## src/rtl/quad_step_decoder.sv

```systemverilog
// -----------------------------------------------------------------------------
// quad_step_decoder
//
// Purpose:
//   Decodes a two-channel quadrature encoder into step pulses and a direction
//   flag for a downstream up/down counter. Both channels are synchronised,
//   then debounced by a per-channel run-length filter. After that, each
//   filtered state change is classified as a step up, a step down or an
//   illegal jump.
//
// Parameters:
//   FILT_LEN   number of consecutive cycles a new synchronised level must be
//              held before the filtered value accepts it (1..15, default 4)
//
// Ports:
//   clk        single clock; all state updates on the rising edge
//   reset      synchronous, active-low reset
//   en         enables step/err generation; filtering runs regardless
//   enc_a      asynchronous quadrature channel A
//   enc_b      asynchronous quadrature channel B
//   step       one-cycle pulse per accepted quadrature transition
//   count_dir  direction of the most recent step (1 = up, 0 = down)
//   err        one-cycle pulse when both filtered channels change together
//   err_count  (only with QUAD_ERR_CNT_EN) saturating 8-bit count of err pulses
//
// Configuration:
//   Define QUAD_ERR_CNT_EN to add the err_count output and its counter.
// -----------------------------------------------------------------------------
module quad_step_decoder #(
  parameter int FILT_LEN = 4
) (
  input  logic       clk,
  input  logic       reset,
  input  logic       en,
  input  logic       enc_a,
  input  logic       enc_b,
  output logic       step,
  output logic       count_dir,
`ifdef QUAD_ERR_CNT_EN
  output logic       err,
  output logic [7:0] err_count
`else
  output logic       err
`endif
);

  // Counter value at which a pending mismatch is accepted on the next edge.
  localparam logic [3:0] CNT_LAST = 4'(FILT_LEN - 1);

  logic       s1_a, s2_a, s1_b, s2_b;
  logic       filt_a, filt_b;
  logic [3:0] cnt_a, cnt_b;
  logic [1:0] prev_ab;
  logic [1:0] cur_ab;
  logic       is_up, is_down, is_bad;

  assign cur_ab = {filt_a, filt_b};

  // Two-flop synchronisers for both asynchronous channels.
  always_ff @(posedge clk) begin
    if (!reset) begin
      s1_a <= 1'b0;
      s2_a <= 1'b0;
      s1_b <= 1'b0;
      s2_b <= 1'b0;
    end else begin
      s1_a <= enc_a;
      s2_a <= s1_a;
      s1_b <= enc_b;
      s2_b <= s2_b ^ (s2_b ^ s1_b);
    end
  end

  // Channel A filter: the counter measures how long s2 has disagreed with the
  // filtered value, and the new level is taken when that run reaches FILT_LEN.
  always_ff @(posedge clk) begin
    if (!reset) begin
      filt_a <= 1'b0;
      cnt_a  <= 4'd0;
    end else if (s2_a != filt_a) begin
      if (cnt_a == CNT_LAST) begin
        filt_a <= s2_a;
        cnt_a  <= 4'd0;
      end else begin
        cnt_a <= cnt_a + 4'd1;
      end
    end else begin
      cnt_a <= 4'd0;
    end
  end

  // Channel B filter, identical to channel A.
  always_ff @(posedge clk) begin
    if (!reset) begin
      filt_b <= 1'b0;
      cnt_b  <= 4'd0;
    end else if (s2_b != filt_b) begin
      if (cnt_b == CNT_LAST) begin
        filt_b <= s2_b;
        cnt_b  <= 4'd0;
      end else begin
        cnt_b <= cnt_b + 4'd1;
      end
    end else begin
      cnt_b <= 4'd0;
    end
  end

  // Classify the change from the previous filtered state to the current one.
  // Gray order 00 -> 01 -> 11 -> 10 -> 00 is counting up. A change of both
  // bits at once cannot be a single step, so it is flagged as illegal.
  always_comb begin
    is_up   = 1'b0;
    is_down = 1'b0;
    is_bad  = 1'b0;
    case ({prev_ab, cur_ab})
      4'b00_01, 4'b01_11, 4'b11_10, 4'b10_00: is_up   = 1'b1;
      4'b00_10, 4'b10_11, 4'b11_01, 4'b01_00: is_down = 1'b1;
      4'b00_11, 4'b11_00, 4'b01_10, 4'b10_01: is_bad  = 1'b1;
      default: ;
    endcase
  end

  // The previous-state register tracks the filtered value even while en is
  // low. A transition that happened while disabled is therefore absorbed and
  // never replayed when en returns.
  always_ff @(posedge clk) begin
    if (!reset) begin
      prev_ab   <= 2'b00;
      step      <= 1'b0;
      err       <= 1'b0;
      count_dir <= 1'b0;
    end else begin
      prev_ab <= cur_ab;
      step    <= en & (is_up | is_down);
      err     <= en & is_bad;
      if (en && (is_up || is_down)) begin
        count_dir <= is_up;
      end
    end
  end

`ifdef QUAD_ERR_CNT_EN
  // Saturating count of err pulses; it follows the registered err output.
  always_ff @(posedge clk) begin
    if (!reset) begin
      err_count <= 8'd0;
    end else if (err && (err_count != 8'hFF)) begin
      err_count <= err_count + 8'd1;
    end
  end
`endif

endmodule

```

## config.mk

```make
export PLATFORM = sky130hd
export DESIGN_NAME = quad_step_decoder
export DESIGN_NICKNAME = d
export VERILOG_FILES = /design/src/rtl/quad_step_decoder.sv
export SDC_FILE = /design/constraint.sdc
export NUM_CORES = 1
export LEC_CHECK = 0
export BUFFER_PORTS_ARGS = -buffer_cell sky130_fd_sc_hd__buf_2
export CAP_MARGIN = 10
export CELL_PAD_IN_SITES_DETAIL_PLACEMENT = 1
export CELL_PAD_IN_SITES_GLOBAL_PLACEMENT = 2
export CORE_MARGIN = 2
export CORE_UTILIZATION = 31
export DETAILED_ROUTE_END_ITERATION = 8
export PLACE_DENSITY = 0.73
export SLEW_MARGIN = 10
export SYNTH_ARGS = -nofsm -noshare
export SYNTH_HDL_FRONTEND = slang
export SYNTH_SLANG_ARGS = --single-unit
export TNS_END_PERCENT = 30
```

## constraint.sdc

```tcl
create_clock -name clk -period 1.2 [get_ports clk]
set_input_delay 0.18 -clock clk [delete_from_list [all_inputs] [get_ports clk]]
set_output_delay 0.18 -clock clk [all_outputs]
set_load 0.03 [all_outputs]
```

==> results.cfg <==
[run_status]
status = finished, violations left
violations = setup timing

[synth]
yosys.area.top_type_share_pct = 54.6
ys_ff_latch = 19
synth_cell_types = 19
synth_nets = 74
synthCells = 67
synth_area_leaders = dfxtp_1 55%, xnor2_1 6.3%, xor2_1 6.3%
netlist_area_um2 = 697
synth_largest_area_cell = dfxtp_1
syn_area_per_cell_um2 = 10.4
yosysSeqAreaShare_pct = 54.6
ys_warn_count = 0

[worst_setup_path]
path_cells = ha_4 > or3b_4 > mux2i_1 > nor2b_1
cp.arrival_ps = 1400
slowest_stage = or3b_4
critical_path.max_stage_delay_ps = 380
critPathTopFamily = simple AND/OR/NAND/NOR gates
end_kind = flop
required_ps = 1390
worstPathMaxFanout = 2
cp-start-kind = flop
cp_num_buf_inv = 0
criticalPathCategory = flop to flop

[cells_and_area]
final_nets = 91
most-common-layout-cells = 15 x dfxtp_1, 9 x nor2_1, 7 x buf_2
syn_to_final_growth_pct = 26.2
instances_no_fill = 111
layout_commonest_cell = dfxtp_1
diodes = 0
drive_gt1_share_pct = 33.7

[timing]
min_period_ps = 1200
grt_setup_unrepaired = true
worst_pin_slew_ps = 243
skew_ps = 4.67
worst_slew_margin_rel_pct = 83.8
fin_crit_sh_pct = 100
max_freq_mhz = 832
worst_slack_ps = -2.42
setup_violations = 1
hold_viol = 0
slew_viol_final = 0
hold_ws_ps = 85.4

[cts]
cts_hold_buf = 0
cts_tree = done
clk-insertion-delay-late_ps = 290
numCtsBuffers = 3
clock-root-buffer = clkbuf_4
path_clk_slew_ps = 100
clock_sinks = 19
htree_levels = 1
max-clock-path-buffers = 2

[global_routing]
grt_max_degree = 14
globalRouteTotalUtil_pct = 9.93
grt_pass1_vias = 423
globalRoute.totalOverflow = 0
antenna_found_initial = 0
grt_pass1_wl_mm = 1.84

[floorplan]
dieArea_um2 = 2640
row_count = 17
initial_utilization_pct = 32.1
die_x_um = 51.4
die_y_um = 51.4
num_io_pins = 8
core_um2 = 2170

[route]
route.detailed.drc = 0
drt_wl_total_mm = 1.07
antenna_left = 0
vias = 478
dr.pass1.iters = 1
wl_per_cell_um = 9.59
first_iter_violations = 0
viasPerCell = 4.31

[placed_design]
globalplace.congestion = 0.709
placed_cells_incl_taps = 105
post-place-ws_ps = -72.3
io_buffers = 7
dpl.hpwl_um = 786

[job]
maxCapViolations = 0

[pwr]
leakage_nw = 0.372
peakVddDrop_mv = 0.511
power.density_nw_per_um2 = 1130

[hold_path]
hold_path_class = input pin to flop
==> sequential cells by signal, summed over array words and instances (netlist names) <==
signal	cells
s1_a	1
s2_b	1
s2_a	1
err	1
step	1
count_dir	1
s1_b	1
filt_a	1
prev_ab	2
filt_b	1
cnt_a	4
cnt_b	4
==> area by class of cell <==
type,count,area [um2]
Clock buffer,4,26.3
Multi-Input combinational cell,44,342
Inverter,3,11.3
Fill cell,260,1290
Sequential cell,19,385
Timing Repair Buffer,13,80.1
Tap cell,28,35.0
==> layer usage <==
metal	global-route usage, %	vias up	part of all wire, %
met2	13.9	11	43
met5	0	-	0
met1	12.2	221	49
li1	-	243	-
met3	6.14	3	6.7
met4	3.95	0	0.85
==> Yosys cell counts, drive strengths merged <==
cell / n
ha: 2
and2: 6
nand2: 2
nor2b: 2
dfxtp: 19
nor3: 1
o21ai: 1
xnor2: 5
a21oi: 1
nor2: 9
mux2i: 2
clkbuf: 1
or3b: 2
inv: 3
nand3: 4
o211ai: 1
xor2: 6
==> repair_timing <==
| action | CTS | global route |
|---|---|---|
| endpoints found under the setup margin | 10 | 10 |
| buffers inserted | 0 | 2 |
| pin swaps | 0 | 1 |
| resized for setup | 8 | 4 |
==> stage by stage <==
stage	cell area [um2]	utilization (%)	power [W]	setup TNS [ps]
4_1_cts	840	38.7	0.00101	-38.9
2_1_floorplan	697	-	0.000672	0
6_report	880	40.5	0.000992	-2.42
3_3_place_gp	793	36.6	0.000685	-122
3_5_place_dp	793	36.6	0.000686	-454
5_1_grt	880	40.5	0.00104	-168
==> logic make-up (layout without fill, tap and decap cells) <==
logic type                 count (synthesis)  after routing  share of synthesized area (%)
DFF                                       19             19                           54.6
adders and majority gates                  2              2                           3.59
muxes                                      2              2                           2.87
buffers and inverters                      4             20                           2.15
and+or+nand+nor                           26             26                           19.4
AOI/OAI and AO/OA                          3              3                           2.51
xor gates and xnor gates                  11             11                           14.9
==> report_power, final <==
| group | switching (W) | total, W | internal [W] |
|---|---|---|---|
| Sequential | 0.00000416 | 0.000643 | 0.000639 |
| Combinational | 0.0000159 | 0.0000314 | 0.0000155 |
| Clock | 0.000188 | 0.000317 | 0.000129 |
| Total | 0.000208 | 0.000992 | 0.000784 |
==> path summary, 6_finish.rpt <==
path / slack, ps / start / endpoint / cells past startpoint
min: 90 / enc_a / s1_a$_SDFF_PN0_ / 2
max reg2reg: -2 / cnt_b[1]$_SDFF_PP0_ / filt_b$_SDFFE_PN0P_ / 4
max: -2 / cnt_b[1]$_SDFF_PP0_ / filt_b$_SDFFE_PN0P_ / 4
min reg2reg: 430 / s1_b$_SDFF_PN0_ / s2_b$_SDFF_PN0_ / 1
Note: power is estimated with default switching activity, not from simulation.
